--- config.mk ---
export PLATFORM = sky130hd
export DESIGN_NAME = checkpoint_monitor_flat
export DESIGN_NICKNAME = d
export VERILOG_FILES = /design/src/rtl/checkpoint_monitor_pkg.sv /design/src/rtl/checkpoint_monitor_if.sv /design/src/rtl/checkpoint_sync_filter.sv /design/src/rtl/checkpoint_monitor.sv /design/src/flat_wrapper.sv
export SDC_FILE = /design/constraint.sdc
export NUM_CORES = 1
export LEC_CHECK = 0
export ABC_AREA = 1
export CAP_MARGIN = 20
export CORE_MARGIN = 2
export CORE_UTILIZATION = 30
export CTS_CLUSTER_DIAMETER = 80
export DETAILED_ROUTE_END_ITERATION = 10
export PLACE_DENSITY = 0.56
export SKIP_CTS_REPAIR_TIMING = 1
export SLEW_MARGIN = 40
export SYNTH_ARGS = -nofsm -noshare
export SYNTH_HDL_FRONTEND = slang
export SYNTH_SLANG_ARGS = --single-unit
--- constraint.sdc ---
create_clock -name clock -period 3.4 [get_ports clock]
set_clock_uncertainty 0.05 [all_clocks]
set_input_delay 1.02 -clock clock [delete_from_list [all_inputs] [get_ports clock]]
set_output_delay 1.02 -clock clock [all_outputs]
set_load 0.01 [all_outputs]
--- src/rtl/checkpoint_monitor_pkg.sv ---
// Shared types and code helpers for the checkpoint monitor.
package checkpoint_monitor_pkg;

  typedef enum logic [1:0] {
    BlkIdle    = 2'd0,
    BlkRunning = 2'd1,
    BlkPassed  = 2'd2,
    BlkFailed  = 2'd3
  } blk_state_e;

  localparam logic [7:0] StartPrefix  = 8'hA0;
  localparam logic [7:0] ResultPrefix = 8'hAB;
  localparam logic [7:0] TagBase      = 8'h40;
  localparam logic [7:0] PassMask     = 8'h01;

  // Block idx is identified by a single walking bit, starting at 8'h40.
  function automatic logic [7:0] block_tag(input int unsigned idx);
    return TagBase >> idx;
  endfunction

  function automatic logic [15:0] start_code_of(input int unsigned idx);
    return {StartPrefix, block_tag(idx)};
  endfunction

  function automatic logic [15:0] pass_code_of(input int unsigned idx);
    return {ResultPrefix, block_tag(idx) | PassMask};
  endfunction

  function automatic logic [15:0] fail_code_of(input int unsigned idx);
    return {ResultPrefix, block_tag(idx)};
  endfunction

endpackage

--- src/rtl/checkpoint_monitor_if.sv ---
// Pad-side inputs and verdict outputs of the checkpoint monitor.
// master: the monitor itself; slave: whoever drives the pads and reads verdicts.
interface checkpoint_monitor_if #(
  parameter int unsigned N_BLOCKS = 2
);
  logic [15:0]           checkbits;
  logic                  clear;
  logic                  event_valid;
  logic [15:0]           event_code;
  logic [2*N_BLOCKS-1:0] block_state;
  logic                  done;
  logic                  pass;
  logic                  fail;
  logic                  timeout;
  logic [15:0]           fail_code;

  modport master (
    input  checkbits, clear,
    output event_valid, event_code, block_state, done, pass, fail, timeout, fail_code
  );

  modport slave (
    output checkbits, clear,
    input  event_valid, event_code, block_state, done, pass, fail, timeout, fail_code
  );
endinterface

--- src/rtl/checkpoint_sync_filter.sv ---
// Synchronises the asynchronous pad code, waits for it to settle and emits one
// event pulse per newly settled value.
module checkpoint_sync_filter #(
  parameter int unsigned STABLE_CYCLES = 4
) (
  input  logic        clock,
  input  logic        reset,
  input  logic        clear,
  input  logic [15:0] checkbits,
  output logic        event_valid,
  output logic [15:0] event_code
);

  localparam logic [7:0] StableMax = 8'(STABLE_CYCLES);

  logic [15:0] sync1_q, sync2_q, last_q;
  logic [7:0]  stable_q, stable_d;
  logic        valid_q;
  logic        decode;

  // Stability count restarts when a new value enters sync2; it reaches
  // StableMax once sync2 has held StableMax cycles past its first one.
  always_comb begin
    stable_d = stable_q;
    if (sync1_q != sync2_q) begin
      stable_d = 8'd0;
    end else if (stable_q != StableMax) begin
      stable_d = stable_q + 8'd1;
    end
    decode = (stable_q == StableMax) && (sync2_q != last_q);
  end

  // Synchroniser, stability counter and last-decoded register.
  always_ff @(posedge clock or posedge reset) begin
    if (reset) begin
      sync1_q  <= '0;
      sync2_q  <= '0;
      stable_q <= '0;
      last_q   <= '0;
      valid_q  <= 1'b0;
    end else if (clear) begin
      sync1_q  <= '0;
      sync2_q  <= '0;
      stable_q <= '0;
      last_q   <= '0;
      valid_q  <= 1'b0;
    end else begin
      sync1_q  <= checkbits;
      sync2_q  <= sync1_q;
      stable_q <= stable_d;
      valid_q  <= decode;
      if (decode) begin
        last_q <= sync2_q;
      end
    end
  end

  assign event_valid = valid_q;
  assign event_code  = last_q;

endmodule

--- src/rtl/checkpoint_monitor.sv ---
// Checkpoint monitor: decodes test-progress codes from pads, tracks one FSM per
// test block and raises sticky pass/fail/timeout verdicts.
// Build option: define CHECKPOINT_MONITOR_TIMEOUT_EN to include the idle timeout.
module checkpoint_monitor
  import checkpoint_monitor_pkg::*;
#(
  parameter int unsigned N_BLOCKS       = 2,
  parameter int unsigned STABLE_CYCLES  = 4,
  parameter int unsigned TIMEOUT_CYCLES = 100000
) (
  input logic                  clock,
  input logic                  reset,
  checkpoint_monitor_if.master bus
);

  if (N_BLOCKS == 0 || N_BLOCKS > 6) begin : gen_bad_n_blocks
    $error("N_BLOCKS must be 1..6");
  end
  if (STABLE_CYCLES == 0 || STABLE_CYCLES > 255) begin : gen_bad_stable
    $error("STABLE_CYCLES must be 1..255");
  end
  if (TIMEOUT_CYCLES == 0 || TIMEOUT_CYCLES > 32'h00FF_FFFF) begin : gen_bad_timeout
    $error("TIMEOUT_CYCLES must be 1..2^24-1");
  end

  blk_state_e  state_q [N_BLOCKS];
  blk_state_e  state_d [N_BLOCKS];
  logic        done_q, done_d, pass_q, pass_d, fail_q, fail_d, timeout_q, timeout_d;
  logic [15:0] fail_code_q, fail_code_d;
  logic        accept, any_failed, all_passed, tmo_hit;

  checkpoint_sync_filter #(
    .STABLE_CYCLES(STABLE_CYCLES)
  ) u_sync_filter (
    .clock      (clock),
    .reset      (reset),
    .clear      (bus.clear),
    .checkbits  (bus.checkbits),
    .event_valid(bus.event_valid),
    .event_code (bus.event_code)
  );

`ifdef CHECKPOINT_MONITOR_TIMEOUT_EN
  localparam logic [23:0] TimeoutMax = 24'(TIMEOUT_CYCLES);
  logic [23:0] tmo_cnt_q, tmo_cnt_d;

  // Idle counter: restarts on accepted block events, saturates at the limit.
  always_comb begin
    tmo_cnt_d = tmo_cnt_q;
    if (bus.clear) begin
      tmo_cnt_d = '0;
    end else if (accept) begin
      tmo_cnt_d = 24'd1;
    end else if (tmo_cnt_q != TimeoutMax) begin
      tmo_cnt_d = tmo_cnt_q + 24'd1;
    end
    tmo_hit = (tmo_cnt_d == TimeoutMax);
  end

  // Idle counter register.
  always_ff @(posedge clock or posedge reset) begin
    if (reset) begin
      tmo_cnt_q <= '0;
    end else begin
      tmo_cnt_q <= tmo_cnt_d;
    end
  end
`else
  assign tmo_hit = 1'b0;
`endif

  // Block FSM next state and verdict flags; clear overrides everything.
  always_comb begin
    state_d     = state_q;
    done_d      = done_q;
    pass_d      = pass_q;
    fail_d      = fail_q;
    timeout_d   = timeout_q;
    fail_code_d = fail_code_q;
    accept      = 1'b0;
    any_failed  = 1'b0;
    all_passed  = 1'b1;

    if (bus.event_valid && !done_q) begin
      for (int unsigned i = 0; i < N_BLOCKS; i++) begin
        if (bus.event_code == start_code_of(i)) begin
          accept     = 1'b1;
          state_d[i] = (state_q[i] == BlkIdle) ? BlkRunning : BlkFailed;
        end else if (bus.event_code == pass_code_of(i)) begin
          accept     = 1'b1;
          state_d[i] = (state_q[i] == BlkRunning) ? BlkPassed : BlkFailed;
        end else if (bus.event_code == fail_code_of(i)) begin
          // A fail code is an error in any state: either a real failure or a protocol one.
          accept     = 1'b1;
          state_d[i] = BlkFailed;
        end
      end
    end

    for (int unsigned i = 0; i < N_BLOCKS; i++) begin
      if (state_d[i] == BlkFailed) any_failed = 1'b1;
      if (state_d[i] != BlkPassed) all_passed = 1'b0;
    end

    // Only one verdict can ever be taken because each one also sets done.
    if (!done_q) begin
      if (any_failed) begin
        fail_d      = 1'b1;
        done_d      = 1'b1;
        fail_code_d = bus.event_code;
      end else if (all_passed) begin
        pass_d = 1'b1;
        done_d = 1'b1;
      end else if (tmo_hit && !accept) begin
        timeout_d = 1'b1;
        done_d    = 1'b1;
      end
    end

    if (bus.clear) begin
      for (int unsigned i = 0; i < N_BLOCKS; i++) state_d[i] = BlkIdle;
      done_d      = 1'b0;
      pass_d      = 1'b0;
      fail_d      = 1'b0;
      timeout_d   = 1'b0;
      fail_code_d = '0;
    end
  end

  // Block states and sticky verdict registers.
  always_ff @(posedge clock or posedge reset) begin
    if (reset) begin
      state_q     <= '{default: BlkIdle};
      done_q      <= 1'b0;
      pass_q      <= 1'b0;
      fail_q      <= 1'b0;
      timeout_q   <= 1'b0;
      fail_code_q <= '0;
    end else begin
      state_q     <= state_d;
      done_q      <= done_d;
      pass_q      <= pass_d;
      fail_q      <= fail_d;
      timeout_q   <= timeout_d;
      fail_code_q <= fail_code_d;
    end
  end

  // Pack per-block states onto the output bus.
  always_comb begin
    bus.block_state = '0;
    for (int unsigned i = 0; i < N_BLOCKS; i++) begin
      bus.block_state[2*i +: 2] = state_q[i];
    end
  end

  assign bus.done      = done_q;
  assign bus.pass      = pass_q;
  assign bus.fail      = fail_q;
  assign bus.timeout   = timeout_q;
  assign bus.fail_code = fail_code_q;

endmodule

--- src/flat_wrapper.sv ---
// flat-port wrapper written by rule: the top's interface ports become plain ports
module checkpoint_monitor_flat import checkpoint_monitor_pkg::*;
#(
  parameter int unsigned N_BLOCKS       = 2,
  parameter int unsigned STABLE_CYCLES  = 4,
  parameter int unsigned TIMEOUT_CYCLES = 100000
)
  (clock, reset, bus_checkbits, bus_clear, bus_event_valid, bus_event_code, bus_block_state, bus_done, bus_pass, bus_fail, bus_timeout, bus_fail_code);
  checkpoint_monitor_if #(.N_BLOCKS(N_BLOCKS)) bus_i ();
  input logic clock;
  input logic reset;
  input wire logic [$bits(bus_i.checkbits)-1:0] bus_checkbits;
  input wire logic [$bits(bus_i.clear)-1:0] bus_clear;
  output wire logic [$bits(bus_i.event_valid)-1:0] bus_event_valid;
  output wire logic [$bits(bus_i.event_code)-1:0] bus_event_code;
  output wire logic [$bits(bus_i.block_state)-1:0] bus_block_state;
  output wire logic [$bits(bus_i.done)-1:0] bus_done;
  output wire logic [$bits(bus_i.pass)-1:0] bus_pass;
  output wire logic [$bits(bus_i.fail)-1:0] bus_fail;
  output wire logic [$bits(bus_i.timeout)-1:0] bus_timeout;
  output wire logic [$bits(bus_i.fail_code)-1:0] bus_fail_code;
  assign bus_i.checkbits = bus_checkbits;
  assign bus_i.clear = bus_clear;
  assign bus_event_valid = bus_i.event_valid;
  assign bus_event_code = bus_i.event_code;
  assign bus_block_state = bus_i.block_state;
  assign bus_done = bus_i.done;
  assign bus_pass = bus_i.pass;
  assign bus_fail = bus_i.fail;
  assign bus_timeout = bus_i.timeout;
  assign bus_fail_code = bus_i.fail_code;
  checkpoint_monitor #(.N_BLOCKS(N_BLOCKS), .STABLE_CYCLES(STABLE_CYCLES), .TIMEOUT_CYCLES(TIMEOUT_CYCLES)) u_core (.clock(clock), .reset(reset), .bus(bus_i));
endmodule
# After elaboration in Yosys (flattened, before gate mapping)
# Cells that the tools add are included.
# op_classes
n_addsub,1
n_eq_ne,18
mux,38
reduce_logical,11
# op_table
op,n
16-bit two-way mux,7
16-bit == test (second input constant),6
16-bit != test,2
8-bit two-way mux,3
1-bit two-way mux,18
2-bit two-way mux,8
8-bit by 1-bit adder with 8-bit output (second input constant),1
8-bit by 3-bit == test with 1-bit output (second input constant),1
4-bit two-way mux,2
2-bit != test (second input constant),4
8-bit by 3-bit != test with 1-bit output (second input constant),1
2-bit nonzero test,3
2-bit by 1-bit == test with 1-bit output (second input constant),2
2-bit == test (second input constant),2
2-bit zero test,2
3-bit AND reduction,1
3-bit nonzero test,1
1-bit logical AND,2
2-bit AND reduction,1
1-bit zero test,1
# totals
register_bits,80
inputBits,19
out_inout_bits,41
word_cells,79

# Depth between registers and ports, before layout
# Gate-level depths: netlist of the first run.
# depth
depth_word,12
mapped_depth,16
mapped_depth_nobuf,16

# Modules after synthesis
# Synthesis of the first run repeated with hierarchy kept, for this count alone.
# unflattened
cells_unflattened,536
area_unflattened_um2,4240.3
# by_module_without_submodules
module,instances,cells_each,area_each_um2,seq_area_each_um2
checkpoint_sync_filter,1,352,2776.4,1426.4
checkpoint_monitor,1,184,1463.9,575.6

# Worst setup path before layout of the first run
# OpenSTA, ideal clock, no wires.
# synth_timing
path_type,input-to-reg
from,input bus_clear
to,"register u_core.u_sync_filter.last_q[7], in the netlist u_core.u_sync_filter.event_code[7]"
setup_ns,0.079
arrival_ns,1.777
required_ns,3.271
setup_slack_ns,1.494
stages,6
path_buffers,1
cell_sequence,inv_1 > buf_2 > nand2_1 > inv_2 > nand2_1 > o21ai_1
# synth_via
elab_chain_cells,1
word_cells_on_any_way,2
cone_classes,mux: 1; reduce/logical: 1
# synth_lines
item,line,text
"start, declared",flat_wrapper.sv:13,input wire logic [$bits(bus_i.clear)-1:0] bus_clear;
16-bit two-way mux / 2-bit nonzero test (equally long branches),n/a,
"end signal, assigned",checkpoint_sync_filter.sv:53,last_q <= sync2_q;
"end, declared",checkpoint_sync_filter.sv:16,"logic [15:0] sync1_q, sync2_q, last_q;"
# Parallel ways exist; a longest one is shown, timed or not.
# A chain may end at the register's enable or synchronous reset.

# Worst setup path in the final report of the first run
# layout_timing
from,"register u_core.u_sync_filter.last_q[11], in the netlist u_core.u_sync_filter.event_code[11]"
to,output bus_event_code[11]
# layout_rtl
item,line,text
"end, declared",flat_wrapper.sv:15,output wire logic [$bits(bus_i.event_code)-1:0] bus_event_code;
# No word-level cell between the ends.

==> results by group, run 1 <==
Worst setup path
  – R2r setup slk: 1.35 ns
  – Critical path buffer and inverter count: 1
  – Setup crit end kind: primary output
  – Cells along the critical path: clkdlybuf4s50_1
  – Top cell family by delay on the critical path: buffers and inverters
  – Reg-to-reg startpoint: u_core.u_sync_filter.stable_q[0]
  – WP data arrival: 1.42 ns
  – Cells on worst reg2reg path: 9
  – R2R Path End: u_core.u_sync_filter.event_code[14]
  – Worst setup path class: reg2out
  – CP Max Fanout: 6
  – CP startpoint kind: flip-flop
  – Max incr delay on CP: 0.60 ns
  – Data required, critical path: 2.33 ns
  – Crit-path slowest cell: clkdlybuf4s50_1

Cells and area
  – Fillers: 1294
  – Number of diodes: 0
  – Share of layout cells above drive strength 1: 12.5%
  – Net count, final: 543
  – Final Instance Count excl. Fillers: 699
  – Area growth, synth to finish: 27.4%

Clock network
  – CTS tree: done
  – Clock slew at reported path FFs: 0.06 ns
  – Clk sinks: 80
  – CTS H-tree depth: 3
  – TritonCTS buffer count: 9
  – CTS Root Cell: clkbuf_16
  – Clk Latency, worst-skew pair: 0.33 ns
  – Clock tree buffer depth: 2

Timing
  – Final min period: 2.49 ns
  – Tcrit/Tclk final: 73.1%
  – Final max-slew violation count: 0
  – RSZ-0062 raised after global routing: no
  – Setup TNS: 0 ns
  – Final Hold Viols: 0
  – Setup violators final: 0
  – Worst-Margin Slew: 0.564 ns
  – Fmax achieved: 402 MHz
  – Slew headroom: 62.1%

Outcome
  – Status: finished clean

Synthesis
  – Synth Register Bits: 80
  – Post-synth EDFFs: 0
  – Post-synth ARST share: 100%
  – Largest cells by area after synthesis: dfrtp_1 (51%), nand2_1 (8.9%), inv_1 (6.9%)
  – Synth warn: 0
  – Syn nets: 481
  – Yosys cell types: 33
  – Mean Syn Cell Area: 8.47 µm²
  – Synth Flop Type: dfrtp_1
  – Synth top area share: 51.4%
  – Synth Cell Area: 3900 µm²
  – Seq/Total Area, Yosys: 51.4%
  – Synth area leader: dfrtp_1
  – Post-Syn Instances: 460

Die
  – Core area: 12700 µm²
  – Die H: 118 µm
  – Core Rows: 41
  – Die W: 118 µm
  – Io pins: 60
  – Die area: 13900 µm²
  – Initial Util: 30.8%

Route
  – Wire per inst: 12.7 µm
  – DR DRC count: 0
  – Iteration-0 DRC Markers: 162
  – Drt via density: 4.41
  – Detail Route Antenna Nets: 0
  – Final WL: 8900 µm
  – Drt pass-1 iters: 4
  – Routed vias: 3084

Placement
  – GPL Wtd Cong: 0.814
  – DPL Wire Length: 6490 µm
  – Placed Instances: 683
  – PortBufs: 58

Hold path
  – WHS Path Cells: 2
  – Worst Hold End: u_core.bus.fail_code[12]
  – Hold wc startpoint: u_core.bus.fail_code[12]
  – HP Class: reg2reg

GRT
  – All-Layer GR Usage: 13.3%
  – Largest net degree at the start of global routing: 81
  – Grt ovf: 0
  – Initial antenna violation count: 0
  – First-pass GRT wire length: 14800 µm
  – Vias in the first global route: 2997

Power
  – Power Total: 0.00210 W
  – Lkg Pwr: 2.47 nW
  – Power Density: 422 nW/µm²
  – Maximum VDD drop: 0.193 mV

Flow run
  – Max Cap Viol: 0
## stage by stage
step           area (µm²)  hold WS [ns]  utilization (%)  setup WS [ns]
6_report             4970         0.424             39.2          0.913
5_1_grt              4970         0.442             39.2          0.772
4_1_cts              4970         0.425             39.2          0.900
3_5_place_dp         4660         0.409             36.8          0.599
3_3_place_gp         4660         0.411             36.8          0.635
2_1_floorplan        3900         0.406                -          0.278
## cell type report
class	count	area (µm²)	share of cell area (%)
Clock buffer	11	253	5.09
Clock inverter	5	53.8	1.08
Inverter	76	285	5.74
Multi-Input combinational cell	294	1540	31.0
Sequential cell	80	2000	40.3
Tap cell	172	215	4.33
Timing Repair Buffer	61	616	12.4
## tightest hold or removal path, cell delays in order (launching register included)
cell     delay [ns]
dfrtp_1        0.35
nand2_1        0.05
nand2_1        0.04
## registers in the layout, summed over array words and instances, names as in the netlist
signal	flops
u_core.bus.fail_code	16
u_core.u_sync_filter.event_code	16
u_core.u_sync_filter.sync1_q	16
u_core.u_sync_filter.sync2_q	16
u_core.u_sync_filter.stable_q	8
u_core.bus.block_state	4
u_core.bus.done	1
u_core.bus.fail	1
u_core.bus.pass	1
u_core.u_sync_filter.event_valid	1
## kinds of logic after synthesis
family | count (synthesis) | synth area share (%)
and+or+nand+nor | 236 | 29.7
buffers and inverters | 86 | 9.08
DFF | 80 | 51.4
AOI/OAI and AO/OA | 39 | 5.55
xor gates and xnor gates | 16 | 3.60
adders and majority gates | 2 | 0.642
other | 1 | 0.0962
## worst max-delay path by stage
stage                                             to  slack (ns)  depth (start not counted)                           startpoint
global route        u_core.u_sync_filter.stable_q[4]        0.77                          9                            bus_clear
detailed placement  u_core.u_sync_filter.stable_q[4]        0.60                          9                            bus_clear
floorplan                  u_core.bus.block_state[0]        0.28                          1                                reset
global placement    u_core.u_sync_filter.stable_q[4]        0.64                          9                            bus_clear
finish                            bus_event_code[11]        0.91                          1  u_core.u_sync_filter.event_code[11]
CTS                               bus_event_code[11]        0.90                          1  u_core.u_sync_filter.event_code[11]
## power breakdown
| part | leakage (nW) | internal, W | switching, W | total (W) |
|---|---|---|---|---|
| combinational | 1.23 | 0.0000483 | 0.0000696 | 0.000118 |
| sequential | 1.09 | 0.000970 | 0.0000144 | 0.000985 |
| clock | 0.156 | 0.000608 | 0.000386 | 0.000993 |
## synth_stat cells (4+ instances only)
library cell and instances:
nand2_4 4, nor3_1 7, a21oi_1 17, nand2_2 24, nor2_2 4, dfrtp_1 80
inv_1 72, nand4_1 22, clkbuf_1 4, nand3_1 11, o21ai_0 7, nand3_2 5
nor2_1 60, xor2_1 9, inv_2 4, xnor2_1 7, nand2_1 92, o22ai_1 9
## per-layer routing
metal	up-vias	GRT usage [%]	wire length (µm)
li1	1559	-	-
met1	1447	17.9	4330
met2	66	20.7	4040
met3	12	2.76	352
met4	0	5.87	177
met5	-	0	0
## layout by cell type, fill, tap and decap left out, types with 9 or more instances in the layout
cell / synthesis / routed
dfrtp_1: 80 / 80
nand2_1: 92 / 92
nand3_1: 11 / 11
nor2_1: 60 / 60
xor2_1: 9 / 9
a21oi_1: 17 / 17
clkbuf_16: 0 / 9
o22ai_1: 9 / 9
inv_1: 72 / 71
nand2_2: 24 / 24
clkdlybuf4s50_1: 0 / 58
nand4_1: 22 / 22
No activity file was read; power rests on OpenSTA's default activity.
==> run 2: changes to the inputs <==
- PLACE_DENSITY: 0.56 -> 0.57
- clock period: 3.4 -> 2.27 ns (I/O delays scaled with it)
==> run 2 against run 1 <==
Combinational power grew 51%. Global-route usage shrank 0.47 points. Final cell count grew 0.86%. Worst setup slack lost 0.80 ns. Hold slack lost 0.0037 ns. Sequential share of layout area shrank 0.48 points. Critical endpoint is now bus_event_code[15].
==> results by group, run 2 (synthesis gave the netlist of run 1 again) <==
Route
  – Final WL: 8530 µm
  – Wire per inst: 12.1 µm
  – Drt via density: 4.39
  – Iteration-0 DRC Markers: 192
  – DR DRC count: 0
  – Detail Route Antenna Nets: 0
  – Drt pass-1 iters: 4
  – Routed vias: 3095

Clock network
  – CTS H-tree depth: 3
  – CTS tree: done
  – Clock slew at reported path FFs: 0.06 ns
  – Clock tree buffer depth: 2
  – Clk sinks: 80
  – Clk Latency, worst-skew pair: 0.33 ns
  – CTS Root Cell: clkbuf_16
  – TritonCTS buffer count: 9

Timing
  – Final max-slew violation count: 0
  – Setup TNS: 0 ns
  – Tcrit/Tclk final: 94.9%
  – Final min period: 2.15 ns
  – Fmax achieved: 464 MHz
  – Final Hold Viols: 0
  – Setup violators final: 0
  – RSZ-0062 raised after global routing: no
  – Worst Setup Slack, final: 0.117 ns

Cells and area
  – Share of layout cells above drive strength 1: 13.3%
  – Commonest non-fill, non-tap cells in the layout: nand2_1 (92), dfrtp_1 (80), inv_1 (71), nor2_1 (60), clkdlybuf4s50_1 (58)
  – Number of diodes: 0
  – Final non-filler cell area: 5030 µm²
  – Area growth, synth to finish: 29.0%
  – Utilization after layout: 39.7%
  – Net count, final: 550
  – Most common cell after layout, fill and taps aside: nand2_1

Die
  – Io pins: 60
  – Core Rows: 41
  – Die W: 118 µm
  – Core area: 12700 µm²
  – Die H: 118 µm
  – Initial Util: 30.8%
  – Die area: 13900 µm²

Placement
  – Setup WS pre-CTS: -0.0235 ns
  – DPL Wire Length: 6360 µm
  – DP Area: 4720 µm²
  – PortBufs: 58
  – GPL Wtd Cong: 0.832

Worst setup path
  – Top cell family by delay on the critical path: buffers and inverters
  – Worst setup path class: reg2out
  – CP Max Fanout: 5
  – Crit-path slowest cell: clkdlybuf4s50_1
  – Cells along the critical path: clkdlybuf4s50_1
  – Setup crit end kind: primary output
  – CP startpoint kind: flip-flop
  – WP data arrival: 1.42 ns
  – Data required, critical path: 1.54 ns
  – Max incr delay on CP: 0.60 ns
  – Critical path buffer and inverter count: 1

Power
  – Lkg Pwr: 2.49 nW
  – Maximum VDD drop: 0.293 mV
  – Power Total: 0.00316 W
  – Power Density: 629 nW/µm²

GRT
  – All-Layer GR Usage: 12.8%
  – Largest net degree at the start of global routing: 81
  – First-pass GRT wire length: 14400 µm
  – Grt ovf: 0
  – Initial antenna violation count: 0
  – Vias in the first global route: 3002

Flow run
  – Max Cap Viol: 0

Hold path
  – HP Class: reg2reg

Outcome
  – Status: finished clean
-- run 2: report_power, final --
part	leakage, nW	switching [W]	total (W)	internal (W)
clock	0.149	0.000552	0.00151	0.000959
sequential	1.09	0.0000210	0.00147	0.00145
combinational	1.25	0.000103	0.000178	0.0000757
-- run 2: final cells by class --
class | instances | area (µm²)
Tap cell | 172 | 215
Fill cell | 1266 | 7640
Sequential cell | 80 | 2000
Inverter | 76 | 289
Multi-Input combinational cell | 294 | 1540
Timing Repair Buffer | 68 | 668
Clock inverter | 5 | 81.3
Clock buffer | 10 | 229
-- run 2: path summary, 6_finish.rpt --
check | slack, ns | start | to | cells past startpoint
min in group asynchronous | 0.76 | reset | u_core.bus.fail_code[3] | 3
max in group asynchronous | 1.08 | reset | u_core.u_sync_filter.sync2_q[13] | 3
hold reg to reg | 0.42 | u_core.bus.pass | u_core.bus.pass | 2
setup / recovery | 0.12 | u_core.u_sync_filter.event_code[15] | bus_event_code[15] | 1
setup reg to reg | 0.27 | u_core.u_sync_filter.event_code[2] | u_core.bus.fail_code[11] | 13
hold / removal | 0.42 | u_core.bus.pass | u_core.bus.pass | 2
-- run 2: metal layers --
| layer | global-route usage (%) | vias to the layer above | share of wire, % |
|---|---|---|---|
| met1 | 17.5 | 1432 | 49 |
| met5 | 0 | - | 0 |
| met3 | 2.91 | 16 | 4.3 |
| li1 | - | 1576 | - |
| met2 | 19.4 | 71 | 45 |
| met4 | 5.80 | 0 | 2.0 |
-- run 2: per-stage QoR --
| step | std cells | hold slack (ns) |
|---|---|---|
| 2_1_floorplan | 460 | 0.406 |
| 3_3_place_gp | 690 | 0.408 |
| 3_5_place_dp | 690 | 0.410 |
| 4_1_cts | 705 | 0.425 |
| 5_1_grt | 705 | 0.439 |
| 6_report | 705 | 0.420 |
==> run 3: changes to the inputs <==
- CAP_MARGIN: 20 -> 0
==> results of run 3 <==
Final layout, timing and power as in run 2 (identical DEF).
